===== src/rtl/joystick_pkg.sv =====
// rtl/joystick_pkg.sv - shared joystick field layout constants
package joystick_pkg;
  localparam int JOY_BITS  = 5;
  localparam int JOY_FIRE  = 0;
  localparam int JOY_LEFT  = 1;
  localparam int JOY_RIGHT = 2;
  localparam int JOY_DOWN  = 3;
  localparam int JOY_UP    = 4;
endpackage


===== src/rtl/joy_debounce_bit.sv =====
// rtl/joy_debounce_bit.sv - synchroniser, optional inversion and debounce for one pin
module joy_debounce_bit #(
  parameter bit active_low      = 1'b1,
  parameter int debounce_cycles = 240
) (
  input  logic clk,
  input  logic reset,
  input  logic raw,
  output logic state,
  output logic changed
);
  localparam int CW = $clog2(debounce_cycles + 1);

  logic          sync1;
  logic          sync2;
  logic          value;
  logic [CW-1:0] cnt;

  // Flops reset to the raw idle level so the post-inversion value starts at 0.
  assign value = sync2 ^ active_low;

  always_ff @(posedge clk) begin
    if (reset) begin
      sync1   <= active_low;
      sync2   <= active_low;
      state   <= 1'b0;
      cnt     <= '0;
      changed <= 1'b0;
    end else begin
      sync1   <= raw;
      sync2   <= sync1;
      changed <= 1'b0;
      if (value == state) begin
        cnt <= '0;
      end else if (cnt == CW'(debounce_cycles - 1)) begin
        state   <= value;
        cnt     <= '0;
        changed <= 1'b1;
      end else begin
        cnt <= cnt + CW'(1);
      end
    end
  end
endmodule


===== src/rtl/joystick_conditioner.sv =====
// rtl/joystick_conditioner.sv - debounce, direction suppression, autofire and swap for N joystick ports
module joystick_conditioner
  import joystick_pkg::*;
#(
  parameter int num_ports       = 2,
  parameter int active_low      = 1,
  parameter int debounce_cycles = 240,
  parameter int autofire_half   = 250000
) (
  input  logic                          clk,
  input  logic                          reset,
  input  logic [JOY_BITS*num_ports-1:0] joy_raw,
  input  logic [num_ports-1:0]          autofire_en,
  input  logic                          swap,
  output logic [JOY_BITS*num_ports-1:0] joy_out,
  output logic                          activity
);
  localparam int NB = JOY_BITS * num_ports;
  localparam int AW = (autofire_half > 1) ? $clog2(autofire_half) : 1;

  logic [NB-1:0] deb;
  logic [NB-1:0] chg;
  logic [NB-1:0] cond;
  logic [NB-1:0] swapped;

  for (genvar b = 0; b < NB; b++) begin : g_bit
    joy_debounce_bit #(
      .active_low     (active_low != 0),
      .debounce_cycles(debounce_cycles)
    ) u_bit (
      .clk    (clk),
      .reset  (reset),
      .raw    (joy_raw[b]),
      .state  (deb[b]),
      .changed(chg[b])
    );
  end

  for (genvar p = 0; p < num_ports; p++) begin : g_port
    localparam int B = p * JOY_BITS;
    logic [AW-1:0] af_cnt;
    logic          af_phase;
    logic          af_active;
    logic          lr_both;
    logic          ud_both;

    assign af_active = autofire_en[p] & deb[B+JOY_FIRE];
    assign lr_both   = deb[B+JOY_LEFT] & deb[B+JOY_RIGHT];
    assign ud_both   = deb[B+JOY_UP] & deb[B+JOY_DOWN];

    // Held idle while inactive, so every (re)activation begins a fresh high half-period.
    always_ff @(posedge clk) begin
      if (reset || !af_active) begin
        af_cnt   <= '0;
        af_phase <= 1'b1;
      end else if (af_cnt == AW'(autofire_half - 1)) begin
        af_cnt   <= '0;
        af_phase <= ~af_phase;
      end else begin
        af_cnt <= af_cnt + AW'(1);
      end
    end

    assign cond[B+JOY_FIRE]  = af_active ? af_phase : deb[B+JOY_FIRE];
    assign cond[B+JOY_LEFT]  = deb[B+JOY_LEFT] & ~lr_both;
    assign cond[B+JOY_RIGHT] = deb[B+JOY_RIGHT] & ~lr_both;
    assign cond[B+JOY_DOWN]  = deb[B+JOY_DOWN] & ~ud_both;
    assign cond[B+JOY_UP]    = deb[B+JOY_UP] & ~ud_both;
  end

  if (num_ports >= 2) begin : g_swap
    always_comb begin
      swapped = cond;
      if (swap) begin
        swapped[JOY_BITS-1:0]          = cond[2*JOY_BITS-1:JOY_BITS];
        swapped[2*JOY_BITS-1:JOY_BITS] = cond[JOY_BITS-1:0];
      end
    end
  end else begin : g_noswap
    assign swapped = cond;
  end

  always_ff @(posedge clk) begin
    if (reset) begin
      joy_out  <= '0;
      activity <= 1'b0;
    end else begin
      joy_out  <= swapped;
      activity <= |chg;
    end
  end
endmodule


===== config.mk =====
export PLATFORM = sky130hd
export DESIGN_NAME = joystick_conditioner
export DESIGN_NICKNAME = d
export VERILOG_FILES = /design/src/rtl/joystick_pkg.sv /design/src/rtl/joy_debounce_bit.sv /design/src/rtl/joystick_conditioner.sv
export SDC_FILE = /design/constraint.sdc
export NUM_CORES = 1
export LEC_CHECK = 0
export ABC_AREA = 1
export BUFFER_PORTS_ARGS = -buffer_cell sky130_fd_sc_hd__buf_2
export CORE_UTILIZATION = 60
export DETAILED_ROUTE_END_ITERATION = 16
export MAX_ROUTING_LAYER = met4
export PLACE_DENSITY_LB_ADDON = 0.08
export SETUP_SLACK_MARGIN = 0.1
export SLEW_MARGIN = 20
export SYNTH_ARGS = -nofsm -noshare
export SYNTH_HDL_FRONTEND = slang
export SYNTH_HIERARCHICAL = 1
export SYNTH_SLANG_ARGS = --single-unit

===== constraint.sdc =====
create_clock -name clk -period 2.69 [get_ports clk]
set_clock_uncertainty 0.05 [all_clocks]
set_input_delay 0.4035 -clock clk [delete_from_list [all_inputs] [get_ports clk]]
set_output_delay 0.4035 -clock clk [all_outputs]
set_load 0.03 [all_outputs]

**After elaboration in Yosys (flattened, before gate mapping)**

Cells that the tools add are included.

- Memories kept: 0
- Memory bits (read-only): 0
- Input bits: 15
- Word-level logic and storage cells: 180
- Output and inout bits: 11
- Latch bits: 0
- Memory bits (writable): 0
- Register bits after elaboration: 169

- $lt $le $gt $ge: 0
- Add/subtract/negate cells: 12
- Shift-type cells: 0
- Equal/unequal tests: 22
- Bitwise gates (word level): 40
- Divide/modulo/power cells: 0
- Mux-type cells: 13
- Multiply operators: 0
- Reductions and logical operators: 37

Operators with widths:

| operator | number |
|---|---|
| $add A8 B1 Y8 const B | 10 |
| $eq A8 B8 Y1 const B | 10 |
| $add A18 B1 Y18 const B | 2 |
| $eq A18 B18 Y1 const B | 2 |
| $reduce_or A3 Y1 | 10 |
| $not A1 Y1 | 26 |
| $reduce_or A2 Y1 | 12 |
| $reduce_and A2 Y1 | 10 |
| $and A1 B1 Y1 | 14 |
| $mux W1 | 12 |
| $eq A1 B1 Y1 | 10 |
| $mux W10 | 1 |
| $reduce_or A10 Y1 | 1 |
| $logic_not A1 Y1 | 2 |
| $logic_or A1 B1 Y1 | 2 |

**Longest topological paths before layout**

- Word-level depth: 4
- Mapped depth: 9
- Gate-level depth less buffers: 9

**Hierarchy**

Netlist, hierarchy kept.

By module, submodules not included:

| module | area each (um^2) | seq. area each (um^2) | cells each | instances |
|---|---|---|---|---|
| joy_debounce_bit | 521.8 | 240.2 | 68 | 10 |
| joystick_conditioner | 2351.0 | 980.9 | 335 | 1 |

**Least setup slack after synthesis**

OpenSTA, ideal clock, no wires.

- Path kind: register to register
- From: reg g_port[0].af_cnt[0]
- To: reg g_port[0].af_cnt[12]
- Period minus slack after synthesis: 1.436 ns
- Data required time: 2.526 ns
- Cell stages (with the launch flop): 10
- Library setup time: 0.114 ns
- Path buffers: 1
- Arrival time: 1.272 ns
- Slack: 1.254 ns
- Cells stage by stage: dfxtp_1 -> ha_1 -> nand3_2 -> inv_2 -> nand2_2 -> nor2_2 -> nand2_2 -> nand2_4 -> buf_6 -> nor2_1

- Word-level cells in the longest chain between the ends: 2
- Elaborated cells on any way between the ends: 3
- Classes of those cells: 1 x add/sub; 1 x eq/ne; 1 x reduce/logical

RTL lines:

| element | RTL line | RTL |
|---|---|---|
| start, declared | joystick_conditioner.sv:41 | `logic [AW-1:0] af_cnt;` |
| start signal, assigned | joystick_conditioner.sv:60 | `af_cnt <= af_cnt + AW'(1);` |
| branches (longest 2 deep; another with $add A18 B1 Y18) | n/a |  |

Several ways; the timed one is not identified.
A chain may end at the register's enable or synchronous reset.

**Worst setup path in the final report**

- From: reg g_port[1].af_cnt[0]
- To: reg g_port[1].af_cnt[3]

- Word-level cells in the longest chain between the ends: 2
- Elaborated cells on any way between the ends: 3
- Classes of those cells: 1 x add/sub; 1 x eq/ne; 1 x reduce/logical

RTL lines:

| element | RTL line |
|---|---|
| start, declared | joystick_conditioner.sv:41 |
| start signal, assigned | joystick_conditioner.sv:60 |
| branches (longest 2 deep; another with $add A18 B1 Y18) | n/a |

Several ways; the timed one is not identified.

==> metrics.csv <==
stage,metric,value,unit
run_status,outcome,"complete, no violations",
sta,Worst-Margin Slew,0.6717,ns
sta,RSZ-0062 raised after global routing,no,
min_path,hold depth,2,
final_layout,layout cells sized above 1,0.1556,
routing,via count,5906,
logic_synthesis,Post-synth EDFFs,0,
floorplan,Die Wd,114.3,µm
sta,Pins Over Slew Limit,0,
logic_synthesis,main flop type after synthesis,dfxtp_1,
clocking,CTS tree,built,
sta,setup ws final,1.080,ns
power_and_ir_drop,peak supply drop,452.8,µV
global_routing,Total GRT Usage,0.2156,
floorplan,Initial Util,0.6223,
worst_setup_path,arrival time worst endpoint,1.85,ns
worst_setup_path,start-to-end type of the worst setup path,reg -> reg,
logic_synthesis,yosys warns,6,
floorplan,area of the die,0.01307,mm²
final_layout,Nets,1082,
sta,crit path time final,1.610,ns
floorplan,Die Y,114.3,µm
worst_setup_path,critical path endpoint category,flip-flop,
routing,post-DR vias/cell,4.782,
sta,Sum Neg Setup Slack,0,ns
sta,final hold violation count,0,
worst_setup_path,CP required,2.93,ns
placement,Port Buffers,25,
worst_setup_path,"slowest stage delay, CP",0.39,ns
final_layout,Layout area overhead,11.69,%
placement,"worst slack, placed",0.9408,ns
worst_setup_path,"delay-heaviest family, CP",simple AND/OR/NAND/NOR gates,
worst_setup_path,Startpoint Class,flip-flop,
worst_setup_path,CP max FO,17,
worst_setup_path,Crit path depth,6,
worst_setup_path,worst-path cell chain,ha_1 -> nand3_1 -> nor2_2 -> nand3_1 -> nand2_2 -> a21oi_1,
clocking,clock sink total,169,
clocking,cts-stage hold buffer count,0,
worst_setup_path,Slowest cell on crit path,dfxtp_1,
clocking,Clk Tree Root Cell,clkbuf_16,
routing,wire length per cell,10.46,µm
routing,DRT Wirelength,12920,µm
worst_setup_path,WP buf/inv,0,
placement,Placed Cells,1204,
global_routing,vias in the first global route,5293,
routing,post-route ant nets,0,
routing,iteration count of the initial detailed-routing pass,5,
final_layout,Final Core Density,0.6951,
clocking,Clock Pin Slew Worst Setup and Hold Paths,0.06,ns
logic_synthesis,#FFs+latches synth,169,
clocking,H-tree depth,4,
sta,post-route clock period utilization,0.5984,
sta,Slew headroom,0.5522,
logic_synthesis,"FFs w/ async S/R, synth",0,
min_path,hold crit path type,in -> reg,
global_routing,largest net degree at the start of global routing,44,
logic_synthesis,syn_nets,1042,
routing,DR iter-0 viols,329,
floorplan,Core Area,0.01216,mm²
logic_synthesis,Post-Syn Instances,1015,
routing,remaining design rule violation count,0,
clocking,"Clk Latency, worst-skew pair",0.43,ns
floorplan,Top Ports,26,
sta,# setup viols final,0,
worst_setup_path,most frequent CP cell,nand3_1,
clocking,Resize count post-CTS,0,
final_layout,fill count,1018,
clocking,CTS Buffer Depth,2,
worst_setup_path,reg2reg setup slack,1.08,ns
logic_synthesis,register area share after synthesis,0.4470,
global_routing,grt ovf,0,
clocking,post-CTS setup buffers,0,
worst_setup_path,R2R cell count,6,
logic_synthesis,Mapped Area,0.007569,mm²
clocking,cts bufs inserted,17,
global_routing,first-pass GRT wire length,21940,µm
power_and_ir_drop,PwrDens,590.6,mW/mm²
global_routing,initial antenna violation count,0,
final_layout,diodes inserted,0,
floorplan,std cell rows,40,
placement,post-DP HPWL,9085,µm
logic_synthesis,Synth cell types,29,
sta,max frequency,0.6212,GHz
power_and_ir_drop,overall power,4.993,mW
logic_synthesis,"Avg Cell Area, Syn",7.457,µm²
final_layout,Post-Layout Cell Count,1235,
placement,Placer Congestion,0.8441,
flow_run,# Max-Cap Violations,0,
power_and_ir_drop,Leak,2.726,nW
cell families after synthesis:
group | after synthesis | synth area share
simple gates | 568 | 0.3538
flops | 169 | 0.4470
buf+inv | 129 | 0.06596
compound gates | 111 | 0.08332
xor+xnor | 26 | 0.03009
fa+ha+maj | 12 | 0.01984
where the power goes:
| group | total [mW] | switching (mW) | internal, mW | leakage (nW) |
|---|---|---|---|---|
| combinational | 0.0734 | 0.0451 | 0.0283 | 1.08 |
| clock | 2.39 | 0.911 | 1.47 | 0.281 |
| sequential | 2.53 | 0.0115 | 2.52 | 1.37 |
cell type report:
cell class / count / area [µm²] / area share
timing repair buffer: 25 / 125.1 / 0.01480
tap: 168 / 210.2 / 0.02487
sequential: 169 / 3383 / 0.4002
clock buffer: 23 / 457.9 / 0.05417
multi-input combinational: 717 / 3686 / 0.4361
inverter: 125 / 469.2 / 0.05551
clock inverter: 8 / 121.4 / 0.01436
sequential cells by signal, summed over array words and instances (netlist names):
signal	count
g_bit.u_bit/changed	10
g_bit.u_bit/cnt	80
activity	1
joy_out	10
g_bit.u_bit/sync1	10
g_bit.u_bit/sync2	10
g_port.af_cnt	36
g_port.af_phase	2
g_bit.u_bit/state	10
per-layer routing:
| metal | up-vias | track usage | share of wire |
|---|---|---|---|
| li1 | 3262 | - | - |
| met1 | 2571 | 0.2612 | 0.50 |
| met2 | 56 | 0.3491 | 0.46 |
| met3 | 17 | 0.05135 | 0.025 |
| met4 | 0 | 0.08052 | 0.012 |
| met5 | - | - | 0 |
through the flow:
stage	instance area, µm²	hold WS, ns
2_1_floorplan	7569	0.3395
6_report	8453	0.1017
3_3_place_gp	7874	0.3429
3_5_place_dp	7874	0.3454
5_1_grt	8453	0.09615
4_1_cts	8453	0.09444
synthesized netlist by cell type, types with 11 or more instances:
cell type | count | area share
nor3_2 | 12 | 0.016
nand2_1 | 234 | 0.12
nand3_1 | 52 | 0.034
o21bai_1 | 12 | 0.012
ha_1 | 12 | 0.020
inv_1 | 113 | 0.056
xor2_1 | 12 | 0.014
a21oi_1 | 74 | 0.049
nand2_2 | 13 | 0.011
xnor2_1 | 14 | 0.016
nor2_1 | 164 | 0.081
nand3_2 | 22 | 0.029
nand2_4 | 11 | 0.016
nor2_2 | 13 | 0.011
dfxtp_1 | 169 | 0.45
inv_2 | 11 | 0.0055
or2_2 | 23 | 0.019
o21ai_0 | 12 | 0.0079
cells in the final DEF, fill, tap and decap left out, types with 13 or more instances in the layout:
cell and count:
a21oi_1 74, buf_2 25, clkbuf_16 17, dfxtp_1 169
inv_1 113, nand2_1 234, nand2_2 13, nand3_1 52
nand3_2 22, nor2_1 164, nor2_2 13, or2_2 23
xnor2_1 14
final timing paths:
check / from / to
worst max-delay path: g_port[1].af_cnt[0]$_SDFF_PP0_ / g_port[1].af_cnt[3]$_SDFF_PP0_
worst min-delay path: joy_raw[7] / g_bit[7].u_bit/sync1$_SDFF_PP1_
worst max register to register: g_port[1].af_cnt[0]$_SDFF_PP0_ / g_port[1].af_cnt[3]$_SDFF_PP0_
worst min register to register: g_bit[2].u_bit/sync1$_SDFF_PP1_ / g_bit[2].u_bit/sync2$_SDFF_PP1_
No activity file was read; power rests on OpenSTA's default activity.
